<file path="src/rtl/pcie_flow_ctrl_rx.sv">
// Receive-side DLLP flow-control parser: CRC-checks two-beat DLLPs, latches the
// link partner's InitFC credits and raises the FI1/FI2 flags for the init transmitter.

module pcie_datalink_crc (
  input  logic [15:0] crcIn,
  input  logic [31:0] data,
  output logic [15:0] crcOut
);
  localparam logic [15:0] POLY = 16'h100B;

  logic [15:0] c;

  // Byte0 bit0 enters the register first.
  always_comb begin
    c = crcIn;
    for (int i = 0; i < 32; i++) begin
      c = {c[14:0], 1'b0} ^ ((c[15] ^ data[i]) ? POLY : 16'h0000);
    end
  end

  assign crcOut = c;
endmodule

module pcie_flow_ctrl_rx #(
  parameter int DATA_WIDTH = 32,
  parameter int KEEP_WIDTH = DATA_WIDTH / 8,
  parameter int USER_WIDTH = 3,
  parameter int VC_ID      = 0
) (
  input  logic                  clk_i,
  input  logic                  rst_i,
  input  logic                  clear_i,
  input  logic [DATA_WIDTH-1:0] s_axis_tdata,
  input  logic [KEEP_WIDTH-1:0] s_axis_tkeep,
  input  logic                  s_axis_tvalid,
  input  logic                  s_axis_tlast,
  input  logic [USER_WIDTH-1:0] s_axis_tuser,
  output logic                  s_axis_tready,
  output logic                  fc1_values_stored_o,
  output logic                  fc2_values_stored_o,
  output logic [7:0]            p_hdr_credits_o,
  output logic [7:0]            np_hdr_credits_o,
  output logic [7:0]            cpl_hdr_credits_o,
  output logic [11:0]           p_data_credits_o,
  output logic [11:0]           np_data_credits_o,
  output logic [11:0]           cpl_data_credits_o,
  output logic [7:0]            crc_err_count_o,
  output logic [7:0]            malformed_count_o
);

  if (DATA_WIDTH != 32) begin : g_width_check
    $error("pcie_flow_ctrl_rx supports DATA_WIDTH=32 only");
  end

  typedef enum logic [1:0] {ST_HDR, ST_CRC, ST_DROP} state_t;

  state_t            state_q, state_d;
  logic [31:0]       hdr_q, hdr_d;
  logic [15:0]       crc_q, crc_d;
  logic [2:0]        got_q, got_d;
  logic              fi1_q, fi1_d;
  logic              fi2_q, fi2_d;
  logic [2:0][7:0]   hcr_q, hcr_d;
  logic [2:0][11:0]  dcr_q, dcr_d;
  logic [7:0]        crc_err_q, crc_err_d;
  logic [7:0]        mal_q, mal_d;

  logic [15:0] crc_calc;
  logic        mal_inc, crc_inc, commit, crc_ok;
  logic [1:0]  typ, fc;
  logic        vc_ok, known;

  pcie_datalink_crc u_crc (
    .crcIn  (16'hFFFF),
    .data   (s_axis_tdata),
    .crcOut (crc_calc)
  );

  // Type nibble: [7:6] 01=InitFC1, 11=InitFC2, 10=UpdateFC; [5:4] selects P/NP/Cpl.
  assign typ    = hdr_q[7:6];
  assign fc     = hdr_q[5:4];
  assign vc_ok  = (hdr_q[2:0] == 3'(VC_ID));
  assign known  = (typ != 2'b00) && (fc != 2'b11);
  assign crc_ok = (s_axis_tdata[15:8] == ~crc_q[15:8]) && (s_axis_tdata[7:0] == ~crc_q[7:0]);

  always_comb begin
    state_d   = state_q;
    hdr_d     = hdr_q;
    crc_d     = crc_q;
    got_d     = got_q;
    fi1_d     = fi1_q;
    fi2_d     = fi2_q;
    hcr_d     = hcr_q;
    dcr_d     = dcr_q;
    crc_err_d = crc_err_q;
    mal_d     = mal_q;
    mal_inc   = 1'b0;
    crc_inc   = 1'b0;
    commit    = 1'b0;

    case (state_q)
      ST_HDR: if (s_axis_tvalid) begin
        if (s_axis_tlast) begin
          mal_inc = 1'b1;
        end else if (s_axis_tkeep == 4'hF) begin
          hdr_d   = s_axis_tdata;
          crc_d   = crc_calc;
          state_d = ST_CRC;
        end else begin
          mal_inc = 1'b1;
          state_d = ST_DROP;
        end
      end
      ST_CRC: if (s_axis_tvalid) begin
        state_d = ST_HDR;
        if (!s_axis_tlast) begin
          mal_inc = 1'b1;
          state_d = ST_DROP;
        end else if (s_axis_tkeep != 4'h3) begin
          mal_inc = 1'b1;
        end else begin
          commit = 1'b1;
        end
      end
      ST_DROP: if (s_axis_tvalid && s_axis_tlast) state_d = ST_HDR;
      default: state_d = ST_HDR;
    endcase

    if (commit) begin
      if (!crc_ok) begin
        crc_inc = 1'b1;
      end else if (vc_ok && known) begin
        if (typ[0] && !fi1_q && !got_q[fc]) begin
          hcr_d[fc] = {hdr_q[13:8], hdr_q[23:22]};
          dcr_d[fc] = {hdr_q[19:16], hdr_q[31:24]};
          got_d[fc] = 1'b1;
        end
        if (&got_d) fi1_d = 1'b1;
        // FI2 follows an InitFC2/UpdateFC seen with FI1 already set or set by this commit.
        if (typ != 2'b01 && fi1_d) fi2_d = 1'b1;
      end
    end

    if (mal_inc && mal_q != 8'hFF)     mal_d     = mal_q + 8'd1;
    if (crc_inc && crc_err_q != 8'hFF) crc_err_d = crc_err_q + 8'd1;

    if (clear_i) begin
      state_d   = ST_HDR;
      hdr_d     = '0;
      crc_d     = '0;
      got_d     = '0;
      fi1_d     = 1'b0;
      fi2_d     = 1'b0;
      hcr_d     = '0;
      dcr_d     = '0;
      crc_err_d = '0;
      mal_d     = '0;
    end
  end

  always_ff @(posedge clk_i or posedge rst_i) begin
    if (rst_i) begin
      state_q   <= ST_HDR;
      hdr_q     <= '0;
      crc_q     <= '0;
      got_q     <= '0;
      fi1_q     <= 1'b0;
      fi2_q     <= 1'b0;
      hcr_q     <= '0;
      dcr_q     <= '0;
      crc_err_q <= '0;
      mal_q     <= '0;
    end else begin
      state_q   <= state_d;
      hdr_q     <= hdr_d;
      crc_q     <= crc_d;
      got_q     <= got_d;
      fi1_q     <= fi1_d;
      fi2_q     <= fi2_d;
      hcr_q     <= hcr_d;
      dcr_q     <= dcr_d;
      crc_err_q <= crc_err_d;
      mal_q     <= mal_d;
    end
  end

  assign s_axis_tready       = ~rst_i;
  assign fc1_values_stored_o = fi1_q;
  assign fc2_values_stored_o = fi2_q;
  assign p_hdr_credits_o     = hcr_q[0];
  assign np_hdr_credits_o    = hcr_q[1];
  assign cpl_hdr_credits_o   = hcr_q[2];
  assign p_data_credits_o    = dcr_q[0];
  assign np_data_credits_o   = dcr_q[1];
  assign cpl_data_credits_o  = dcr_q[2];
  assign crc_err_count_o     = crc_err_q;
  assign malformed_count_o   = mal_q;

  logic unused_ok;
  assign unused_ok = ^{s_axis_tuser, hdr_q[3], hdr_q[15:14], hdr_q[21:20]};

endmodule

</file>
<file path="config.mk">
export PLATFORM = sky130hd
export DESIGN_NAME = pcie_flow_ctrl_rx
export DESIGN_NICKNAME = d
export VERILOG_FILES = /design/src/rtl/pcie_flow_ctrl_rx.sv
export SDC_FILE = /design/constraint.sdc
export NUM_CORES = 1
export LEC_CHECK = 0
export CORE_MARGIN = 1
export CORE_UTILIZATION = 32
export CTS_CLUSTER_SIZE = 12
export DETAILED_ROUTE_END_ITERATION = 7
export PLACE_DENSITY_LB_ADDON = 0.15
export SLEW_MARGIN = 20
export SYNTH_ARGS = -nofsm -noshare
export SYNTH_HDL_FRONTEND = slang
export SYNTH_SLANG_ARGS = --single-unit
</file>
<file path="constraint.sdc">
create_clock -name clk_i -period 4.9 [get_ports clk_i]
set_input_delay 0.735 -clock clk_i [delete_from_list [all_inputs] [get_ports clk_i]]
set_output_delay 0.735 -clock clk_i [all_outputs]
set_load 0.02 [all_outputs]
</file>
==> flow_summary.json, run 1 <==
{
  "status": "finished, final reports clean",
  "synth_cell_types": 44,
  "r2r_start": "crc_q[7]",
  "fp.dieW_um": 146.3,
  "maxSlewHeadroom_pct": 31.66,
  "final_cell_mix": "dfrtp_1, clkdlybuf4s50_1, nor2_1, xnor2_1, mux2i_1",
  "cts_tree": "yes",
  "yosysTopAreaCell": "dfrtp_1",
  "hold_violations": 0,
  "cts-resized-gates": 0,
  "core_mm2": 0.02030,
  "drt-total-wl_um": 17520,
  "power.density_mw_per_mm2": 446.1,
  "netlist_top_cells_area": "dfrtp_1, xnor2_1, mux2i_1",
  "ioPinCount": 123,
  "drc": 0,
  "fmaxAchievable_mhz": 276.7,
  "clock_sinks": 126,
  "slew_viol_final": 0,
  "startpoint_type": "input pin",
  "synth-seq-area-share_pct": 47.32,
  "drv_cap": 0,
  "end_kind": "flip-flop",
  "postRouteAntennaNets": 0,
  "worst-path-max-fanout": 6,
  "final.setup.tns_ns": 0,
  "initial_core_util_pct": 32.82,
  "post-route-min-period_ns": 3.614,
  "avgSynthCellArea_um2": 11.63,
  "nNetsFinal": 734,
  "crit_type": "in -> reg",
  "vias": 4632,
  "clk_pin_slew_ns": 0.05,
  "die_area_mm2": 0.02140,
  "vias_per_cell": 4.770,
  "cts_setup_buffers": 0,
  "hpwl_um": 12940,
  "gp_congestion": 0.8641,
  "ir_drop_uv": 384.6,
  "stdcell_count": 971,
  "holdBufCountCts": 0,
  "clockBufferDepth": 2,
  "grt_pass1_vias": 4690,
  "drtPass1Iterations": 4,
  "num_antenna_cells": 0,
  "finalSetupViolCount": 0,
  "portBuffers": 119,
  "dpl.cell_count": 939,
  "h-tree-depth": 4,
  "numCtsBuffers": 17,
  "row_count": 52,
  "skew_ns": 0.01044,
  "finalCritPeriodShare_pct": 73.75,
  "grt_overflow": 0,
  "clock_latency_ns": 0.42,
  "p_leak_nw": 3.650,
  "hold_depth": 1,
  "yosysWarnings": 0,
  "fillers": 1938,
  "grt_max_degree": 78,
  "track_usage_pct": 17.24,
  "r2r_end": "p_data_credits_o[6]",
  "final_common_cell": "dfrtp_1",
  "antenna_found_initial": 0,
  "tightest_slew_ns": 1.016,
  "drive_gt1_share_pct": 9.558,
  "areaGrowthSynthToFinish_pct": 31.83,
  "syn-num-nets": 619,
  "ff2ff_path_depth": 8,
  "die_h_um": 146.3,
  "hp-class": "reg -> reg",
  "rsz0062_at_grt": "false",
  "crit_required_ns": 5.20,
  "grt_pass1_wl_um": 27760,
  "reg2reg_slack_ns": 1.96,
  "crit_arrival_ns": 3.92,
  "hold_end": "state_q[0]",
  "yosys.area.top_type_share_pct": 47.32,
  "synth-seq-cells": 126,
  "min-delay-start": "state_q[1]",
  "syn_inst": 573,
  "avgRoutedWirePerCell_um": 18.04,
  "cts_root_buf": "clkbuf_16",
  "syn_area_mm2": 0.006663,
  "drt_iter0_markers": 237
}
==> sequential cells by signal, indices dropped and copies added, names as in the netlist <==
register	count
fc1_values_stored_o	1
hdr_q	27
state_q	2
malformed_count_o	8
got_q	3
cpl_hdr_credits_o	8
p_data_credits_o	12
cpl_data_credits_o	12
crc_err_count_o	8
p_hdr_credits_o	8
fc2_values_stored_o	1
np_hdr_credits_o	8
crc_q	16
np_data_credits_o	12
==> cell usage after synthesis, drive strengths merged <==
master   count
xor2        21
clkbuf      19
nand3b       1
nand2b       2
nor4bb       1
a31oi        1
buf         15
nor2        90
a31o         1
o211a        1
a22o        32
xnor3       17
nand2       24
nor2b        2
o21ai       11
o221ai       1
and3         1
inv          7
nand4        8
and4         1
or4          1
dfrtp      126
a21oi        4
mux2i       61
or3          2
ha           2
nor4         9
o2bb2ai      1
and2         1
nor4b        1
xnor2       89
nor3         7
xor3         4
o211ai       1
nand3        8
==> where the power goes <==
| part | internal (mW) | total (mW) | switching [mW] |
|---|---|---|---|
| clock | 0.874 | 1.33 | 0.453 |
| sequential | 1.05 | 1.06 | 0.0102 |
| combinational | 0.779 | 1.53 | 0.749 |
| total | 2.71 | 3.92 | 1.21 |
==> per-stage QoR <==
stage | setup WS [ns] | cell area [um^2] | hold WS (ns) | util (%) | power (mW)
after global placement | 0.8606 | 8155 | 0.4607 | 40.18 | 2.614
final | 1.286 | 8783 | 0.4791 | 43.27 | 3.918
after global routing | 1.166 | 8783 | 0.5083 | 43.27 | 4.092
after floorplan | 0.6529 | 6663 | 0.4412 | - | 2.326
after CTS | 1.255 | 8780 | 0.4863 | 43.25 | 3.969
after detailed placement | 0.8220 | 8155 | 0.4797 | 40.18 | 2.616
==> cell families (layout without fill, tap and decap cells) <==
| family | count (synthesis) | in the layout | synth area share [%] |
|---|---|---|---|
| and+or+nand+nor | 159 | 159 | 10.63 |
| adders and majority gates | 2 | 2 | 0.3755 |
| xor gates and xnor gates | 131 | 131 | 23.62 |
| buffers and inverters | 41 | 169 | 2.798 |
| DFF | 126 | 126 | 47.32 |
| muxes | 61 | 61 | 9.164 |
| AOI/OAI and AO/OA | 53 | 53 | 6.085 |
==> worst max-delay path, cell delays in order <==
cell and delay [ns]:
clkdlybuf4s50_1 0.78, xnor3_1 0.49, xnor2_4 0.31, xnor3_2 0.47, xnor3_2 0.47, xnor2_2 0.33, xnor2_1 0.14, a22o_1 0.19
==> layout make-up <==
class                           instances  area, um^2  share of cell area, %
Multi-Input combinational cell        406        3354                  38.19
Sequential cell                       126        3153                  35.90
Timing Repair Buffer                  130        1285                  14.63
Clock buffer                           21       460.4                  5.242
Tap cell                              270       337.8                  3.846
Clock inverter                         11       163.9                  1.866
Inverter                                7       28.78                 0.3276
==> per-layer routing <==
layer  GRT usage [%]  vias to the layer above  wire, um
met3           3.438                       18       638
met5               0                        -         0
met1           23.55                     2326      8217
met2           27.52                      105      8471
li1                -                     2183         -
met4           5.313                        0       191
==> worst max-delay path by stage <==
stage                               start               endpoint  slack [ns]  depth (start not counted)
after floorplan                     rst_i  cpl_data_credits_o[0]        0.65                          1
after global placement    s_axis_tdata[0]               crc_q[3]        0.86                          8
after detailed placement  s_axis_tdata[0]               crc_q[3]        0.82                          8
after CTS                 s_axis_tdata[0]               crc_q[3]        1.26                          8
after global routing      s_axis_tdata[0]               crc_q[3]        1.17                          8
final                     s_axis_tdata[0]               crc_q[3]        1.29                          8
Power figures use the tool's default switching activity.
==> run 2, diff against run 1 <==
==> constraint.sdc (replaced) <==
create_clock -name clk_i -period 3.3 [get_ports clk_i]
set_input_delay 0.495 -clock clk_i [delete_from_list [all_inputs] [get_ports clk_i]]
set_output_delay 0.495 -clock clk_i [all_outputs]
set_load 0.02 [all_outputs]
==> run 2 against run 1 <==
  * Sequential cell count unchanged
  * Global-route usage up 0.22 points
  * Sequential power up 49%
  * Worst hold slack better by 0.0088 ns
  * Total power up 53%
  * Die area unchanged
  * Sequential share of layout area down 1.3 points
  * Clock power up 36%
  * First-iteration DRC count up 5.5%
  * Non-clock buffer count up 46
  * Critical path type unchanged
  * Wire length up 1.2%
==> flow_summary.json, run 2 (synthesis results as in run 1) <==
{
  "crit_type": "in -> reg",
  "cp-startpoint": "s_axis_tdata[0]",
  "crit_required_ns": 3.61,
  "antenna_found_initial": 0,
  "die_area_mm2": 0.02140,
  "initial_core_util_pct": 32.82,
  "p_int_mw": 4.188,
  "worstSetupEndpoint": "crc_q[6]",
  "r2r_end": "p_data_credits_o[4]",
  "cts-resized-gates": 0,
  "final_util_pct": 44.90,
  "areaGrowthSynthToFinish_pct": 36.79,
  "hpwl_um": 13160,
  "startpoint_type": "input pin",
  "drt-total-wl_um": 17730,
  "largest-register": "hdr_q",
  "final.setup.tns_ns": 0,
  "cts_setup_buffers": 0,
  "gp_congestion": 0.8189,
  "drc": 0,
  "h-tree-depth": 4,
  "multi_input_area_mm2": 0.003354,
  "largest_reg_flops": 27,
  "grt_max_degree": 127,
  "vias_per_cell": 4.666,
  "status": "finished, final reports clean",
  "reg2reg_slack_ns": 0.63,
  "fp.dieW_um": 146.3,
  "num_antenna_cells": 0,
  "clockBufferDepth": 2,
  "drv_cap": 0,
  "nNetsFinal": 780,
  "skew_ns": 0.02553,
  "grt_util_met1_pct": 23.27,
  "postRouteAntennaNets": 0,
  "grt-busiest-layer": "met2",
  "row_count": 52,
  "vias": 4736,
  "finalCritPeriodShare_pct": 87.92,
  "slew_viol_final": 0,
  "seq_area_mm2": 0.003153,
  "power.density_mw_per_mm2": 656.7,
  "p_leak_nw": 3.851,
  "tightest_slew_ns": 0.7049,
  "end_kind": "flip-flop",
  "ioPinCount": 123,
  "met2_usage_pct": 27.88,
  "fmaxAchievable_mhz": 344.7,
  "post-route-min-period_ns": 2.901,
  "holdBufCountCts": 0,
  "drtPass1Iterations": 4,
  "switchingPower_mw": 1.796,
  "r2r_start": "state_q[1]",
  "grtUsageMet3_pct": 3.500,
  "seq_power_share_pct": 26.4,
  "hold_violations": 0,
  "worst-path-max-fanout": 4,
  "crit_arrival_ns": 3.21,
  "clk_pin_slew_ns": 0.06,
  "track_usage_pct": 17.46,
  "clock_sinks": 126,
  "grt_overflow": 0,
  "grt_pass1_wl_um": 28570,
  "final_common_cell": "dfrtp_1",
  "core_mm2": 0.02030,
  "ff2ff_path_depth": 9,
  "drive_gt1_share_pct": 14.50,
  "maxSlewHeadroom_pct": 53.00,
  "grt_pass1_vias": 5056,
  "ir_drop_uv": 942.7,
  "rsz0062_at_grt": "false",
  "power.total_mw": 5.985,
  "hp-class": "reg -> reg",
  "fillers": 1944,
  "clkPwrFrac_pct": 30.3,
  "combPwrFrac_pct": 43.4,
  "min-delay-start": "state_q[1]",
  "avgRoutedWirePerCell_um": 17.47,
  "numCtsBuffers": 17,
  "cts_root_buf": "clkbuf_16",
  "largestRegisters": "hdr_q (27), crc_q (16)",
  "switching_share_pct": 30.01,
  "clock_latency_ns": 0.42,
  "final_cell_mix": "dfrtp_1, clkdlybuf4s50_1, nor2_1, xnor2_1, mux2i_1",
  "portBuffers": 119,
  "cts_tree": "yes",
  "hold_depth": 1,
  "finalSetupViolCount": 0,
  "drt_iter0_markers": 250,
  "die_h_um": 146.3
}
[run 2: cell count changes in the layout (fill, tap and decap cells not counted), sizes merged]
cell / previous run / this run
buf: 12 / 58
clkbuf: 21 / 22
inv: 7 / 6
clkinv: 5 / 4
bufinv: 4 / 3
[run 2: worst min-delay path by stage]
stage | to | slack [ns]
detailed placement | state_q[0] | 0.48
floorplan | state_q[0] | 0.44
finish | state_q[0] | 0.49
CTS | state_q[0] | 0.49
global route | hdr_q[2] | 0.52
global placement | state_q[0] | 0.47
[run 2: through the flow]
stage               setup slack [ns]  instances  hold WS [ns]  cell area [um^2]
CTS                           0.3949       1015        0.4898              9114
finish                        0.3985       1015        0.4879              9114
floorplan                     0.4357        573        0.4412              6666
global placement            -0.03343        985        0.4653              8552
detailed placement          -0.06361        985        0.4835              8552
global route                  0.1943       1015        0.5186              9114
[run 2: area by class of cell]
class                   instances  share of cell area (%)
clock buffers                  22                   4.874
clock inverters                 8                   1.291
inverters                       7                  0.3295
multi-input cells             406                   36.81
flip-flops and latches        126                   34.60
well taps                     270                   3.707
repair buffers                176                   18.40
[run 2: layer usage]
layer | wire [um] | share of wire [%] | up-vias
met5 | 0 | 0 | -
met1 | 8245 | 46 | 2339
met2 | 8577 | 48 | 104
met4 | 327 | 1.8 | 0
met3 | 583 | 3.3 | 21
li1 | - | - | 2272
[run 2: worst max-delay path, cell delays in order]
cell	delay, ns
clkdlybuf4s50_1	0.53
buf_4	0.23
xnor2_4	0.21
xnor3_1	0.40
xnor2_1	0.33
xnor3_1	0.51
xnor2_1	0.18
xnor2_1	0.13
a22o_1	0.17
[run 2: power by group through the flow]
stage          clock network, mW  logic (mW)  registers [mW]
2_1_floorplan                  0        1.85            1.60
3_3_place_gp                   0        2.62            1.60
3_5_place_dp                   0        2.62            1.60
4_1_cts                     1.87        2.63            1.58
5_1_grt                     1.93        2.77            1.58
6_report                    1.81        2.60            1.58
